==> src/rtl/uart_rx_buffer.sv <==
// UART receive path: 2-flop rx synchronizer, 16x oversampling receiver and a byte FIFO,
// seen by the CPU as DATA/STATUS registers. Define UART_RX_PARITY_EN for 8E1 framing (default 8N1).
module uart_rx_buffer #(
  parameter int CLK_FREQ  = 100_000_000,
  parameter int BAUD_RATE = 115_200,
  parameter int DEPTH     = 16
) (
  input  logic        clk,
  input  logic        rst_n,
  input  logic        rx,
  input  logic        reg_sel,
  input  logic        wenable,
  input  logic [7:0]  wdata,
  output logic [31:0] rdata,
  output logic        int_pending
);

  // Handshake: no valid/ready pairs here. A pop is a single-cycle wenable with
  // reg_sel=0; the receiver pushes for one cycle when a good stop bit is sampled.

  localparam int DIV_RAW = (CLK_FREQ + BAUD_RATE * 8) / (BAUD_RATE * 16);
  localparam int DIV     = (DIV_RAW < 1) ? 1 : DIV_RAW;
  localparam int CW      = (DIV > 1) ? $clog2(DIV) : 1;
  localparam int AW      = $clog2(DEPTH);
  localparam logic [CW-1:0] TICK_LAST = CW'(DIV - 1);

  localparam logic [2:0] S_IDLE   = 3'd0;
  localparam logic [2:0] S_START  = 3'd1;
  localparam logic [2:0] S_DATA   = 3'd2;
  localparam logic [2:0] S_STOP   = 3'd4;
`ifdef UART_RX_PARITY_EN
  localparam logic [2:0] S_PARITY = 3'd3;
  localparam logic [2:0] S_AFTER_DATA = S_PARITY;
`else
  localparam logic [2:0] S_AFTER_DATA = S_STOP;
`endif

  logic          sync1_q, rx_s;
  logic [CW-1:0] tick_cnt_q;
  logic          tick;
  logic [2:0]    state_q;
  logic [3:0]    sample_q;
  logic [2:0]    bit_q;
  logic [7:0]    shift_q;
  logic          par_bad;
  logic          stop_sample, push;

  logic [7:0]    mem [DEPTH];
  logic [AW:0]   wptr_q, rptr_q, count;
  logic          empty, full, do_pop, do_push;
  logic          overrun_q, frame_err_q, parity_err;
  logic          clr_sel;
  logic [7:0]    count8;

  always_ff @(posedge clk or negedge rst_n) begin
    if (!rst_n) begin
      sync1_q <= 1'b1;
      rx_s    <= 1'b1;
    end else begin
      sync1_q <= rx;
      rx_s    <= sync1_q;
    end
  end

  // Free-running oversample tick; only rst_n restarts it.
  assign tick = (tick_cnt_q == TICK_LAST);

  always_ff @(posedge clk or negedge rst_n) begin
    if (!rst_n)    tick_cnt_q <= '0;
    else if (tick) tick_cnt_q <= '0;
    else           tick_cnt_q <= tick_cnt_q + CW'(1);
  end

  always_ff @(posedge clk or negedge rst_n) begin
    if (!rst_n) begin
      state_q  <= S_IDLE;
      sample_q <= '0;
      bit_q    <= '0;
      shift_q  <= '0;
    end else if (tick) begin
      case (state_q)
        S_IDLE: begin
          if (!rx_s) begin
            state_q  <= S_START;
            sample_q <= '0;
          end
        end
        S_START: begin
          // Mid-start-bit check rejects short low glitches.
          if (sample_q == 4'd7) begin
            sample_q <= '0;
            bit_q    <= '0;
            state_q  <= rx_s ? S_IDLE : S_DATA;
          end else begin
            sample_q <= sample_q + 4'd1;
          end
        end
        S_DATA: begin
          sample_q <= sample_q + 4'd1;
          if (sample_q == 4'd15) begin
            shift_q <= {rx_s, shift_q[7:1]};
            bit_q   <= bit_q + 3'd1;
            if (bit_q == 3'd7) state_q <= S_AFTER_DATA;
          end
        end
`ifdef UART_RX_PARITY_EN
        S_PARITY: begin
          sample_q <= sample_q + 4'd1;
          if (sample_q == 4'd15) state_q <= S_STOP;
        end
`endif
        S_STOP: begin
          sample_q <= sample_q + 4'd1;
          if (sample_q == 4'd15) state_q <= S_IDLE;
        end
        default: state_q <= S_IDLE;
      endcase
    end
  end

`ifdef UART_RX_PARITY_EN
  logic par_bad_q;
  logic parity_err_q;
  logic unused_wdata;

  always_ff @(posedge clk or negedge rst_n) begin
    if (!rst_n)
      par_bad_q <= 1'b0;
    else if (tick && state_q == S_PARITY && sample_q == 4'd15)
      par_bad_q <= ^{shift_q, rx_s};
  end

  assign par_bad = par_bad_q;

  always_ff @(posedge clk or negedge rst_n) begin
    if (!rst_n) parity_err_q <= 1'b0;
    else        parity_err_q <= (stop_sample & par_bad) | (parity_err_q & ~(clr_sel & wdata[3]));
  end

  assign parity_err   = parity_err_q;
  assign unused_wdata = ^{wdata[7:4], wdata[0]};
`else
  logic unused_wdata;
  assign par_bad      = 1'b0;
  assign parity_err   = 1'b0;
  assign unused_wdata = ^{wdata[7:3], wdata[0]};
`endif

  assign stop_sample = tick && (state_q == S_STOP) && (sample_q == 4'd15);
  assign push        = stop_sample && rx_s && !par_bad;

  assign empty   = (wptr_q == rptr_q);
  assign full    = (wptr_q[AW] != rptr_q[AW]) && (wptr_q[AW-1:0] == rptr_q[AW-1:0]);
  assign do_pop  = wenable && !reg_sel && !empty;
  // A pop in the same cycle frees the slot the push is about to use.
  assign do_push = push && (!full || do_pop);
  assign clr_sel = wenable && reg_sel;

  always_ff @(posedge clk) begin
    if (do_push) mem[wptr_q[AW-1:0]] <= shift_q;
  end

  always_ff @(posedge clk or negedge rst_n) begin
    if (!rst_n) begin
      wptr_q      <= '0;
      rptr_q      <= '0;
      overrun_q   <= 1'b0;
      frame_err_q <= 1'b0;
    end else begin
      if (do_push) wptr_q <= wptr_q + (AW+1)'(1);
      if (do_pop)  rptr_q <= rptr_q + (AW+1)'(1);
      overrun_q   <= (push & full & ~do_pop) | (overrun_q & ~(clr_sel & wdata[1]));
      frame_err_q <= (stop_sample & ~rx_s) | (frame_err_q & ~(clr_sel & wdata[2]));
    end
  end

  assign count       = wptr_q - rptr_q;
  assign count8      = 8'(count);
  assign int_pending = !empty;

  always_comb begin
    rdata = '0;
    if (reg_sel) begin
      rdata[0]    = !empty;
      rdata[1]    = overrun_q;
      rdata[2]    = frame_err_q;
      rdata[3]    = parity_err;
      rdata[15:8] = count8;
    end else if (!empty) begin
      rdata[7:0] = mem[rptr_q[AW-1:0]];
    end
  end

endmodule

==> config.mk <==
export PLATFORM = sky130hd
export DESIGN_NAME = uart_rx_buffer
export DESIGN_NICKNAME = d
export VERILOG_FILES = /design/src/rtl/uart_rx_buffer.sv
export SDC_FILE = /design/constraint.sdc
export NUM_CORES = 1
export LEC_CHECK = 0
export CAP_MARGIN = 20
export CORE_ASPECT_RATIO = 0.7
export CORE_MARGIN = 2
export CORE_UTILIZATION = 34
export CTS_CLUSTER_SIZE = 40
export DETAILED_ROUTE_END_ITERATION = 7
export GPL_ROUTABILITY_DRIVEN = 0
export GPL_TIMING_DRIVEN = 1
export PLACE_DENSITY = 0.55
export REMOVE_ABC_BUFFERS = 1
export SLEW_MARGIN = 20
export SYNTH_ARGS = -nofsm -noshare
export SYNTH_HDL_FRONTEND = slang
export SYNTH_SLANG_ARGS = --single-unit
==> constraint.sdc <==
create_clock -name clk -period 8.9 [get_ports clk]
set_input_delay 1.78 -clock clk [delete_from_list [all_inputs] [get_ports clk]]
set_output_delay 1.78 -clock clk [all_outputs]
set_load 0.01 [all_outputs]
==> Word-level counts from Yosys, hierarchy flattened <==
Memories as Yosys holds them, arrays and structs flattened.
Index checks and enable logic that the tools add are counted.
{ "totals": {"ff_bits": 38, "latch_bits": 0, "ramBits": 128, "rom_bits": 0, "input_bits": 13, "out_inout_bits": 33, "wordCells": 86, "n_memories": 1} }
{ "classes": {"addsub": 6, "multipliers": 0, "div": 0, "order_cmp": 0, "n_eq_ne": 15, "shifts": 0, "n_mux": 20, "bitwise": 13, "reduce_logical": 20} }
{ "mem_list": {"columns": ["memory", "words", "width", "read_ports", "rd_clocked_by_memory_dff", "wr", "line", "text"], "rows": [
  ["mem", 16, 8, 1, 0, 1, "48", "logic [7:0] mem [DEPTH];"]
]} }
{ "op_table": {"columns": ["operator", "n"], "rows": [
  ["2-to-1 mux 3 bit", 7],
  ["2-to-1 mux 4 bit", 4],
  ["one-hot mux 3 bit (4 select lines)", 1],
  ["one-hot mux 4 bit (3 select lines)", 1],
  ["adder 5 x 1 -> 5 bit (second input constant)", 2],
  ["!= test 2 bit (second input constant)", 5],
  ["logical AND 1 bit", 8],
  ["2-to-1 mux 8 bit", 1],
  ["bitwise AND 1 bit", 7],
  ["adder 6 x 1 -> 6 bit (second input constant)", 1],
  ["equality test 3 bit (second input constant)", 2],
  ["equality test 6 bit (second input constant)", 1],
  ["2-to-1 mux 6 bit", 1],
  ["one-hot mux 3 bit (2 select lines)", 1],
  ["AND reduction 3 bit", 2],
  ["AND reduction 6 bit", 1],
  ["equality test 5 bit", 1],
  ["2-to-1 mux 5 bit", 1],
  ["subtractor 5 bit", 1],
  ["adder 4 x 1 -> 4 bit (second input constant)", 1],
  ["equality test 4 x 3 -> 1 bit (second input constant)", 1],
  ["equality test 4 bit", 1],
  ["equality test 4 bit (second input constant)", 1],
  ["inverter 1 bit", 4],
  ["14 further kinds", 18]
]} }

==> Logic depth before layout (Yosys ltp) <==
{ "logic_depth": {"depth_word": 7, "ltp_mapped": 10, "ltp_nobuf": 8} }

==> Worst setup path after synthesis <==
OpenSTA, ideal clock, no wires.
{ "synth_path": {"kind": "in2out", "from": "input reg_sel", "to": "output rdata[3]", "arrival_time_ps": 2486, "required_time_ps": 7120, "slack_ps": 4634, "stages": 3, "path_buffers": 1, "path_cell_list": "clkbuf_1 a21o_1 a211oi_1"} }
{ "synth_via": {"elab_chain_len": 1} }
{ "synth_lines": {"columns": ["element", "line", "text"], "rows": [
  ["start: declaration", "11", "input logic reg_sel,"],
  ["2-to-1 mux 4 bit", "183", "if (reg_sel) begin"],
  ["end: declaration", "14", "output logic [31:0] rdata,"]
]} }
No other way between the ends.

==> Final worst setup path <==
{ "layout_path": {"from": "register rptr_q[3]", "to": "output rdata[6]"} }
{ "layout_via": {"elab_chain_len": 3, "word_cells_on_any_way": 4, "classes_between": "eq/ne (1); mux (2); memory (1)"} }
{ "layout_lines": {"columns": ["element", "line", "text"], "rows": [
  ["start: declaration", "49", "logic [AW:0] wptr_q, rptr_q, count;"],
  ["start signal: assignment", "171", "if (do_pop) rptr_q <= rptr_q + (AW+1)'(1);"],
  ["memory (16 x 8 bit) or equality test 5 bit (tied branches)", null, null],
  ["2-to-1 mux 8 bit *", "189", "end else if (!empty) begin"],
  ["2-to-1 mux 4 bit *", "183", null]
]} }
Every way passes the cells marked *; elsewhere a longest branch is shown, timed or not.

==> impl_metrics.tcl <==
set metrics [dict create \
    fmax_mhz 178.1 \
    cts_buffer_depth 2 \
    ant_nets 0 \
    grt_pass1_wl_mm 22.46 \
    clk_latency_ns 0.42 \
    worst_slack_ns 3.285 \
    cap_violations 0 \
    cts_tree "yes" \
    cp_cell_sequence "inv_1 > ha_1 > and4_1 > a21o_1 > a211oi_1 > clkdlybuf4s50_1" \
    ys_top_cells_by_count "edfxtp_1, dfrtp_1, mux4_2, nand2_1, buf_4" \
    slowest_stage "dfrtp_1" \
    worstSetupPathType "flip-flop to output pin" \
    crit_fanout 19 \
    worstPathRequired_ns 7.12 \
    rsz0062_at_grt "no" \
    first_iter_violations 290 \
    initial_core_util_pct 34.75 \
    crit_family "buffers and inverters" \
    nFillCells 1897 \
    synth_ff_type "edfxtp_1" \
    fin_crit_sh_pct 63.09 \
    nets 489 \
    design.die.area_um2 22470 \
    ys_types 55 \
    finalMaxSlewViolations 0 \
    synth_area_per_cell_um2 16.51 \
    status "completed" \
    num_io_pins 46 \
    skew_ns 0.01180 \
    slew_headroom_pct 41.54 \
    tightest_slew_ns 0.8768 \
    rows 44 \
    syn_to_final_growth_pct 13.91 \
    dp.final_hpwl_mm 9.272 \
    cts_buffers 17 \
    n_antenna_cell 0 \
    yosys.area.top_type "edfxtp_1" \
    setup_tns_ns 0 \
    fp.dieH_um 126.0 \
    hold_viol 0 \
    grt_start_max_net_pins 39 \
    overflow 0 \
    synth_edf_count 128 \
    synth_seq_area_share_pct 66.34 \
    cts-htree-levels 4 \
    clockRootBuffer "clkbuf_16" \
    layout_min_cycle_time_ns 5.615 \
    vdd_drop_max_uv 139.4 \
    synth_top_area_share_pct 53.16 \
    rrSetupSlack_ns 4.76 \
    antenna_found_initial 0 \
    drive_gt1_share_pct 18.99 \
    clkTransAtPathRegs_ns 0.07 \
    clock_sinks 166 \
    cts_hold_buffers 0 \
    vias 3754 \
    setup.worst_path.end_class "output pin" \
    crit_buf_inv 2 \
    synth_seq_cells 166 \
    netlist_area_um2 7231 \
    drc 0 \
    wl_per_cell_um 18.91 \
    ys_top_cells_by_area "edfxtp_1, dfrtp_1, mux4_2, ha_1, buf_4" \
    synthArstFlopShare_pct 22.89 \
    coreArea_um2 20810 \
    min_from "sync1_q" \
    cts_resized 0 \
    final_util_pct 39.58 \
    port_buffers 20 \
    grt_pass1_vias 3730 \
    cts_setup_buffers 0 \
    yosys.cell_count.top_type "edfxtp_1" \
    synth_warnings 0 \
    dr.pass1.iters 4 \
    crit_start "rptr_q[3]" \
    r2r_start "rptr_q[3]" \
    p_leak_nw 3.321 \
    min_path_type "flip-flop to flip-flop" \
    grt_use_total_pct 13.67 \
    slowest_delay_ns 0.86 \
    postPlaceCellArea_um2 7632 \
    powerDensity_nw_per_um2 235.7 \
    die_x_um 178.3 \
    final_design_area_no_fill_um2 8237 \
    drt-total-wl_mm 14.19 \
    setup_violations 0 \
    vias_per_cell 5.005 \
    synthesis.instances 438 \
    startpoint_type "flip-flop" \
    arrival_ns 3.84 \
    place_ws_ns 3.444 \
]
## power by group
part           switching (mW)  internal, mW  total (mW)
Combinational           0.179         0.143       0.322
Clock                   0.326         0.427       0.753
Sequential             0.0299         0.837       0.867
## metal layers
| metal | vias to the layer above | routed length, µm | track usage (%) |
|---|---|---|---|
| li1 | 1718 | - | - |
| met1 | 1946 | 6965 | 21.37 |
| met2 | 85 | 6256 | 19.31 |
| met3 | 5 | 921 | 3.442 |
| met4 | 0 | 43 | 2.582 |
| met5 | - | 0 | 0 |
## state kept, by name (all words and copies together) (netlist names)
register and count:
bit_q 3, frame_err_q 1, mem 128, overrun_q 1, rptr_q 5, rx_s 1
sample_q 4, shift_q 8, state_q 3, sync1_q 1, tick_cnt_q 6, wptr_q 5
## area by class of cell
class	count	area [µm²]	share of cell area [%]
clock buffers	17	425.4	5.165
multi-input cells	241	2218	26.93
inverters	10	37.54	0.4557
clock inverters	15	178.9	2.172
well taps	276	345.3	4.193
repair buffers	25	232.7	2.825
flip-flops and latches	166	4798	58.26
## metrics by stage
step                total power [mW]  cells  hold slack [ns]
finish                         1.941    750           0.3602
global route                   2.026    750           0.3630
CTS                            1.965    750           0.3610
detailed placement             1.214    718           0.3512
global placement               1.211    718           0.3476
floorplan                      1.085    417           0.3452
## kinds of logic after synthesis
logic type | share of synthesized area, %
DFF | 66.34
and+or+nand+nor | 7.770
buffers and inverters | 3.997
muxes | 13.38
adders and majority gates | 2.699
AOI/OAI and AO/OA | 3.945
other | 0.05186
xor gates and xnor gates | 1.817
## worst paths after layout
path | end | cells after the start
worst max-delay path | rdata[6] | 6
worst min-delay path | rx_s | 0
worst max register to register | mem[7][2] | 6
worst min register to register | rx_s | 0
max in group asynchronous | rptr_q[0] | 1
min in group asynchronous | bit_q[2] | 1
## cell usage in the layout, fill, tap and decap left out, types with 7 or more instances in the layout
| master | count |
|---|---|
| inv_1 | 9 |
| conb_1 | 19 |
| nor2_1 | 13 |
| mux4_2 | 31 |
| and3_1 | 18 |
| a22o_1 | 8 |
| dfrtp_1 | 35 |
| ha_1 | 14 |
| nand2_1 | 25 |
| xor2_1 | 7 |
| mux2_2 | 13 |
| clkbuf_16 | 17 |
| edfxtp_1 | 128 |
| xnor2_1 | 8 |
| nand3_1 | 11 |
| mux2i_1 | 7 |
| clkdlybuf4s50_1 | 19 |
(Power assumes the default switching activity.)
